==> config.mk <==
export PLATFORM = sky130hd
export DESIGN_NAME = fryer_matrix_sequencer
export DESIGN_NICKNAME = d
export VERILOG_FILES = /design/src/rtl/fryer_matrix_sequencer.sv
export SDC_FILE = /design/constraint.sdc
export NUM_CORES = 1
export LEC_CHECK = 0
export CORE_ASPECT_RATIO = 1.2
export CORE_UTILIZATION = 45
export CTS_CLUSTER_DIAMETER = 60
export CTS_CLUSTER_SIZE = 24
export DETAILED_ROUTE_END_ITERATION = 10
export GPL_TIMING_DRIVEN = 0
export PLACE_DENSITY = 0.69
export SYNTH_ARGS = -nofsm -noshare
export SYNTH_HDL_FRONTEND = slang
export SYNTH_SLANG_ARGS = --single-unit
==> constraint.sdc <==
create_clock -name clk_1Khz -period 3.15 [get_ports clk_1Khz]
set_clock_uncertainty 0.1 [all_clocks]
set_input_delay 0.4725 -clock clk_1Khz [delete_from_list [all_inputs] [get_ports clk_1Khz]]
set_output_delay 0.4725 -clock clk_1Khz [all_outputs]
set_load 0.1 [all_outputs]
==> src/rtl/fryer_matrix_sequencer.sv <==
// Cook-cycle controller for the air fryer. Turns the debounced start, pause
// and cancel pulses into a four-state cook FSM and runs the countdown timer.
// It also produces the scan row, animation frame, colour mode and matrix
// enable, all registered, so the matrix driver is pure combinational decode.
module fryer_matrix_sequencer #(
  parameter int TICKS_PER_SEC = 1000,
  parameter int TW            = 10,
  parameter int BLINK_SECS    = 3
) (
  input  logic          clk_1Khz,
  input  logic          rst,
  input  logic          start_btn,
  input  logic          pause_btn,
  input  logic          cancel_btn,
  input  logic [1:0]    mode_sel,
  input  logic [TW-1:0] cook_secs,
  output logic [1:0]    state_o,
  output logic [1:0]    mode_o,
  output logic [1:0]    frame_idx,
  output logic [2:0]    row_idx,
  output logic          matrix_en,
  output logic [TW-1:0] remain_secs,
  output logic          done_pulse
);

  localparam logic [1:0] S_IDLE  = 2'b00;
  localparam logic [1:0] S_WORK  = 2'b01;
  localparam logic [1:0] S_PAUSE = 2'b10;
  localparam logic [1:0] S_DONE  = 2'b11;

  localparam int TICK_W  = (TICKS_PER_SEC > 1) ? $clog2(TICKS_PER_SEC) : 1;
  localparam int BLINK_W = (BLINK_SECS > 1) ? $clog2(BLINK_SECS) : 1;

  localparam logic [TICK_W-1:0]  TICK_LAST  = TICK_W'(TICKS_PER_SEC - 1);
  localparam logic [TICK_W-1:0]  TICK_HALF  = TICK_W'(TICKS_PER_SEC / 2);
  localparam logic [BLINK_W-1:0] BLINK_LAST = BLINK_W'(BLINK_SECS - 1);

  logic [TICK_W-1:0]  tick_cnt, tick_d, tick_adv;
  logic [BLINK_W-1:0] blink_cnt, blink_d;
  logic [1:0]         state_d, mode_d, frame_d;
  logic [TW-1:0]      remain_d;
  logic               en_d, pulse_d;
  logic               sec_evt;
  logic               start_eff, pause_eff;

  // Button priority is global: a higher-priority pulse masks the lower ones
  // even in states where it has no effect of its own.
  assign pause_eff = pause_btn & ~cancel_btn;
  assign start_eff = start_btn & ~pause_btn & ~cancel_btn;

  assign sec_evt  = (tick_cnt == TICK_LAST);
  assign tick_adv = sec_evt ? '0 : tick_cnt + TICK_W'(1);

  // Next-state and next-output decode for the cook FSM and its timers.
  always_comb begin
    // NOTE: every variable gets a default first so no path through the case
    // leaves it unassigned, which would otherwise infer a latch.
    state_d  = state_o;
    mode_d   = mode_o;
    frame_d  = frame_idx;
    remain_d = remain_secs;
    tick_d   = tick_cnt;
    blink_d  = blink_cnt;
    pulse_d  = 1'b0;

    case (state_o)
      S_IDLE: begin
        if (start_eff && (cook_secs != '0) && (mode_sel != 2'b00)) begin
          state_d  = S_WORK;
          mode_d   = mode_sel;
          remain_d = cook_secs;
          tick_d   = '0;
          frame_d  = 2'd0;
        end
      end

      S_WORK: begin
        if (cancel_btn) begin
          state_d = S_IDLE;
        end else if (pause_eff) begin
          // Tick counter holds: a coincident sec_evt is dropped.
          state_d = S_PAUSE;
        end else begin
          tick_d = tick_adv;
          if (sec_evt) begin
            if (remain_secs <= TW'(1)) begin
              // Last second: never underflow, go straight to the blink phase.
              remain_d = '0;
              state_d  = S_DONE;
              pulse_d  = 1'b1;
              frame_d  = 2'd3;
              blink_d  = '0;
            end else begin
              remain_d = remain_secs - TW'(1);
              frame_d  = frame_idx + 2'd1;
            end
          end
        end
      end

      S_PAUSE: begin
        if (cancel_btn) begin
          state_d = S_IDLE;
        end else if (pause_eff || start_eff) begin
          state_d = S_WORK;
        end
      end

      default: begin // S_DONE
        if (cancel_btn || start_eff) begin
          state_d = S_IDLE;
        end else begin
          tick_d  = tick_adv;
          frame_d = 2'd3;
          if (sec_evt) begin
            if (blink_cnt == BLINK_LAST) begin
              state_d = S_IDLE;
            end else begin
              blink_d = blink_cnt + BLINK_W'(1);
            end
          end
        end
      end
    endcase

    // Leaving for IDLE from any state clears everything the matrix sees.
    if (state_d == S_IDLE) begin
      mode_d   = 2'b00;
      frame_d  = 2'd0;
      remain_d = '0;
      tick_d   = '0;
      blink_d  = '0;
    end

    // Enable follows the state being entered; DONE blinks at 1 Hz.
    en_d = (state_d != S_IDLE) && !((state_d == S_DONE) && (tick_d >= TICK_HALF));
  end

  // Register the FSM, timers and all outputs.
  always_ff @(posedge clk_1Khz or negedge rst) begin
    // NOTE: sequential state uses non-blocking assignments so every register
    // samples the pre-edge values regardless of statement order.
    if (!rst) begin
      state_o     <= S_IDLE;
      mode_o      <= 2'b00;
      frame_idx   <= 2'd0;
      row_idx     <= 3'd0;
      matrix_en   <= 1'b0;
      remain_secs <= '0;
      done_pulse  <= 1'b0;
      tick_cnt    <= '0;
      blink_cnt   <= '0;
    end else begin
      state_o     <= state_d;
      mode_o      <= mode_d;
      frame_idx   <= frame_d;
      row_idx     <= row_idx + 3'd1;
      matrix_en   <= en_d;
      remain_secs <= remain_d;
      done_pulse  <= pulse_d;
      tick_cnt    <= tick_d;
      blink_cnt   <= blink_d;
    end
  end

endmodule

### After elaboration in Yosys (flattened, before gate mapping)

Cells that the tools add are included.

| storage, ports and cells | value |
|---|---|
| bits in registers | 33 |
| input bits | 17 |
| word-level logic and storage cells | 107 |

| operators by class | value |
|---|---|
| add/sub/neg operators | 5 |
| $lt $le $gt $ge | 2 |
| equality and inequality tests | 15 |
| mux-type cells | 50 |
| bitwise operators | 5 |
| reductions and logical operators | 21 |

Operator list:

| cell | count |
|---|---|
| $mux 10 | 12 |
| $mux 2 | 28 |
| $pmux 10 s3 | 1 |
| $pmux 10 s2 | 1 |
| $ne 3x3->1 const B | 5 |
| $pmux 2 s3 | 2 |
| $add 10x1->10 const B | 1 |
| $eq 10x10->1 const B | 1 |
| $ge 10x9->1 const B | 1 |
| $le 10x1->1 const B | 1 |
| $reduce_bool 10->1 | 1 |
| $reduce_bool 2->1 | 5 |
| $sub 10x1->10 const B | 1 |
| $reduce_and 7->1 | 1 |
| $eq 2x2->1 const B | 3 |
| $ne 3x1->1 const B | 2 |
| $reduce_and 6->1 | 1 |
| $mux 1 | 5 |
| $reduce_and 5->1 | 1 |
| $add 2x1->2 const B | 2 |
| $logic_and 1x1->1 | 4 |
| $logic_not 2->1 | 2 |
| $ne 4x1->1 const B | 1 |
| $pmux 2 s2 | 1 |
| 11 further kinds | 15 |

### Logic depth before layout (Yosys ltp)

| depth | value |
|---|---|
| depth after elaboration | 13 |
| mapped depth | 9 |
| mapped depth without buffers | 8 |

### Worst setup path before layout

No wires, ideal clock.

| timing path | value |
|---|---|
| path kind | reg-to-reg |
| from | reg state_o[0] |
| to | reg matrix_en |
| library setup time | 0.120 ns |
| arrival | 2.828 ns |
| setup slack | 0.102 ns |
| cell stages (with the launch flop) | 8 |
| clock period less this slack | 3.048 ns |
| cells stage by stage | dfrtp_1 -> or4b_4 -> o21a_4 -> or4_1 -> and3_1 -> nor4_2 -> nand4_1 -> a31o_1 |

| on the way | value |
|---|---|
| cells in the longest elaborated chain, start to end | 11 |
| elaborated cells between the ends (all ways) | 23 |

Ends and longest elaborated chain:

| what | line | text |
|---|---|---|
| start: declaration | 17 | `output logic [1:0] state_o,` |
| start signal: assignment | 154 | `state_o <= state_d;` |
| $mux 2 | 86 | `if (remain_secs <= TW'(1)) begin` |
| $mux 2 | 85 | `if (sec_evt) begin` |
| $mux 2 | 80 | `end else if (pause_eff) begin` |
| $mux 2 | 78 | `if (cancel_btn) begin` |
| $pmux 2 s3 | 66 | `case (state_o)` |
| $logic_not 2->1 | 127 | `if (state_d == S_IDLE) begin` |
| $mux 10 | 127 |  |
| $ge 10x9->1 | 136 | `en_d = (state_d != S_IDLE) && !((state_d == S_DONE) && (tick_d >= TICK_HALF));` |
| $logic_and 1x1->1 | 136 |  |
| $logic_not 1->1 | 136 |  |
| $logic_and 1x1->1 (*) | 136 |  |
| net en_d | 42 | `logic en_d, pulse_d;` |
| end signal: assignment | 158 | `matrix_en <= en_d;` |
| end: declaration | 21 | `output logic matrix_en,` |

The timed path passes the listed nets; every way through them passes the cells marked *.
A chain may end at the register's enable or synchronous reset.

### Worst setup path in the final report

| timing path | value |
|---|---|
| from | in cancel_btn |
| to | reg matrix_en |

| on the way | value |
|---|---|
| cells in the longest elaborated chain, start to end | 12 |
| elaborated cells between the ends (all ways) | 27 |

Ends and longest elaborated chain:

| what | line | text |
|---|---|---|
| start: declaration | 14 | `input logic cancel_btn,` |
| $not 1->1 | 48, 49 |  |
| $and 1x1->1 (on tied branches) | 48, 49 |  |
| $logic_or 1x1->1 or $logic_and 1x1->1 (tied branches) | 104, 68 |  |
| $mux 2 or $logic_and 1x1->1 (tied branches) | 104, 68 |  |
| $mux 2 (on tied branches) | 102, 68 |  |
| $pmux 2 s3 | 66 |  |
| $logic_not 2->1 | 127 |  |
| $mux 10 | 127 |  |
| $ge 10x9->1 | 136 |  |
| $logic_and 1x1->1 | 136 |  |
| $logic_not 1->1 | 136 |  |
| $logic_and 1x1->1 (*) | 136 |  |
| net en_d | 42 |  |

Marked as above.

==> metrics.md <==
| Metric | Value |
|---|---|
| Wirelength per Cell | `16.6 um` |
| Crit Path Category | `in2reg` |
| Flops & latches, synth | `33` |
| CTS Hold Buffers Added | `0` |
| GR Overflow Total | `0` |
| Critical path, cell by cell | `clkdlybuf4s50_1 -> or4b_4 -> o21a_4 -> or4_1 -> and3_1 -> nor4_2 -> nand4_1 -> a31o_1` |
| Status | `completed` |
| Synth top area share | `about two fifths` |
| Clock Tree Buf Depth | `2` |
| Sequential share of the synthesized area | `between 30% and 40%` |
| Met1 usage | `about a third` |
| Yosys warns | `0` |
| Routability cong. | `0.888` |
| Synth cell count leaders | `33 x dfrtp_1, 32 x nor2_1, 24 x o21ai_0, 21 x a21oi_1, 21 x nand2_1` |
| Layout Nets | `328` |
| Synth top area cells | `dfrtp_1 38%, o21ai_0 5.6%, nor2_1 5.6%` |
| Initial antenna violation count | `0` |
| CP endpoint kind | `flop` |
| Slew margin rel. | `around a third` |
| Layout Utilization | `between 50 and 60%` |
| CP max FO | `7` |
| Max Slew Vio Count | `0` |
| TNS Setup | `0 ns` |
| DR pass1 iterations | `4` |
| Post-synth EDFFs | `0` |
| Root buf cell | `clkbuf_8` |
| Initial drt markers | `roughly 140` |
| Initial Util | `between 40% and 50%` |
| P_sw | `0.000519 W` |
| FP Rows | `27` |
| Cell internal pwr | `~0.00085 W` |
| Post-DP Area | `about 2600 um^2` |
| Worst setup path start | `cancel_btn` |
| Gr busiest metal | `met2` |
| Met2 Use GR | `between 40% and 50%` |
| Tmin final | `approximately 2.9 ns` |
| Core Area | `between 4000 and 5000 um^2` |
| Number of global-route vias before repair | `2,151` |
| Startpoint types | `input pin` |
| Number of port buffers | `37` |
| Cell Pwr Density | `around 500 nW/um^2` |
| Num CTS Buffers | `5` |
| Leakage | `1.06 nW` |
| Hold Slack | `0.141 ns` |
| Seq pwr share | `between 30% and 40%` |
| CTS tree | `yes` |
| Vert. Die Dim | `78.0 um` |
| Synth async-reset ratio | `100%` |
| Die area | `about 5100 um^2` |
| Detailed-route DRC error count | `0` |
| Layout area overhead | `26.4%` |
| RR Startpoint | `tick_cnt[1]` |
| Post-DR vias/cell | `a little over 6` |
| H-tree depth | `2` |
| Ys flop type | `dfrtp_1` |
| Syn_nets | `284` |
| Num ports | `38` |
| Clk sinks | `33` |
| Die Wd | `65.3 um` |
| Final WL | `~6100 um` |
| Mean Syn Cell Area | `8.26 um^2` |
| Max Cap Violations | `0` |
| Clk pwr share | `a little under a third` |
| Yosys top cell by area | `dfrtp_1` |
| Gr usage total | `26.3%` |
| Most frequent cell after synthesis | `dfrtp_1` |
| Synth Cell Area | `roughly 2200 um^2` |
| Hold Vio Cnt, Final | `0` |
| Period utilisation layout | `~93%` |
| Final Instance Area | `around 2700 um^2` |
| Vias | `~2,200` |
| Hpwl dp | `about 4500 um` |
| Share of cells above drive strength 1 | `5.54%` |
| N_diodes | `0` |
| Cell variety after synth | `52` |
| Total Power | `roughly 0.0014 W` |
| Clock Latency Late Sink | `0.29 ns` |
| Critical path's largest stage delay | `roughly 0.56 ns` |
| Setup violators final | `0` |
| Logic pwr share | `between 30% and 40%` |
| Slowest cell on crit path | `or4b_4` |
| Flop2flop setup slack | `roughly 0.26 ns` |
| Switching Share | `between 30% and 40%` |
| Clk slew on worst S/H paths | `0.07 ns` |
| Post-Syn Instances | `around 260` |
| WP data required | `between 3 and 4 ns` |
| Routed Antenna Nets | `0` |
| Largest net degree at the start of global routing | `34` |
| Met3 usage | `~6.0%` |
| Fillers | `roughly 440` |
| Crit path DAT | `between 3 and 4 ns` |
| Worst-margin pin slew | `~0.99 ns` |
| FMAX | `between 300 and 400 MHz` |
| First-pass GRT wire length | `around 10,000 um` |
| Hold WC Path Type | `in2async` |
| Max VDD drop | `approximately 320 uV` |
-- final cells by class --
cell class | count | area (um^2) | area share (%)
multi-input combinational | 209 | 1280 | 46.7
clock inverter | 1 | 30.0 | 1.10
tap | 58 | 72.6 | 2.65
clock buffer | 7 | 86.3 | 3.16
inverter | 8 | 30.0 | 1.10
sequential | 33 | 826 | 30.2
buffer | 12 | 47.5 | 1.74
timing repair buffer | 37 | 365 | 13.4
-- layer usage --
layer	part of all wire, %	vias to the layer above
met2	51	66
met5	0	-
li1	-	1071
met1	42	1062
met4	3.1	0
met3	4.3	14
-- power groups by stage --
stage | Combinational [W] | Sequential, W | Clock, W
CTS | 0.000464 | 0.000480 | 0.000427
floorplan | 0.000176 | 0.000641 | 0
global route | 0.000498 | 0.000484 | 0.000444
finish | 0.000465 | 0.000480 | 0.000420
detailed placement | 0.000462 | 0.000488 | 0
global placement | 0.000462 | 0.000488 | 0
-- cell usage in the layout, fill, tap and decap left out, types with 3 or more instances in the layout --
cell type,n
o21ai_0,24
and3_1,5
inv_1,8
nand2b_1,4
a211oi_1,3
a31oi_1,3
nand4_1,3
o211ai_1,4
ha_1,5
nand2_1,21
a21oi_1,21
o31ai_1,4
clkdlybuf4s50_1,36
nor2_1,31
nor2b_1,5
and2_1,5
buf_2,3
a22oi_1,5
nand3b_1,3
dfrtp_1,33
nor4_1,3
nand3_1,9
nor3_1,11
clkbuf_1,11
a311oi_1,3
clkbuf_8,6
o32a_1,3
-- cells by family after synthesis --
kind of cell,after synthesis,synth area share [%]
mux,1,0.520
fa+ha+maj,5,2.89
xor+xnor,3,1.21
buf+inv,20,3.59
flops,33,38.2
compound gates,91,28.1
simple gates,109,25.5
-- critical path: cells and delay by family --
| family | cells | cell delay (ns) |
|---|---|---|
| AO/OA/AOI/OAI | 2 | 0.43 |
| AND/OR/NAND/NOR | 5 | 1.63 |
| buffers and inverters | 1 | 0.47 |
-- path summary, 6_finish.rpt --
path                            cells past startpoint              to
worst max-delay path                                8       matrix_en
worst min-delay path                                1     tick_cnt[2]
worst max register to register                      9  remain_secs[0]
worst min register to register                      1      row_idx[0]
max in group asynchronous                           1     tick_cnt[8]
min in group clk_1Khz                               1      row_idx[0]
-- timing repair --
| action | 4_1_cts | 5_1_grt |
|---|---|---|
| setup endpoints to repair | 0 | 14 |
| resized for setup | 0 | 3 |
| setup buffers | 0 | 0 |
-- flip-flops by register name, indices dropped and copies added (netlist names) --
| signal | flops |
|---|---|
| done_pulse | 1 |
| blink_cnt | 2 |
| mode_o | 2 |
| frame_idx | 2 |
| matrix_en | 1 |
| remain_secs | 10 |
| row_idx | 3 |
| state_o | 2 |
| tick_cnt | 10 |
-- per-stage QoR --
stage,instances,setup WS (ns)
after CTS,365,0.0000298
final,365,0.230
after floorplan,262,0.102
after detailed placement,357,-0.184
after global placement,357,-0.201
after global routing,365,-0.0103
Power figures use the tool's default switching activity.
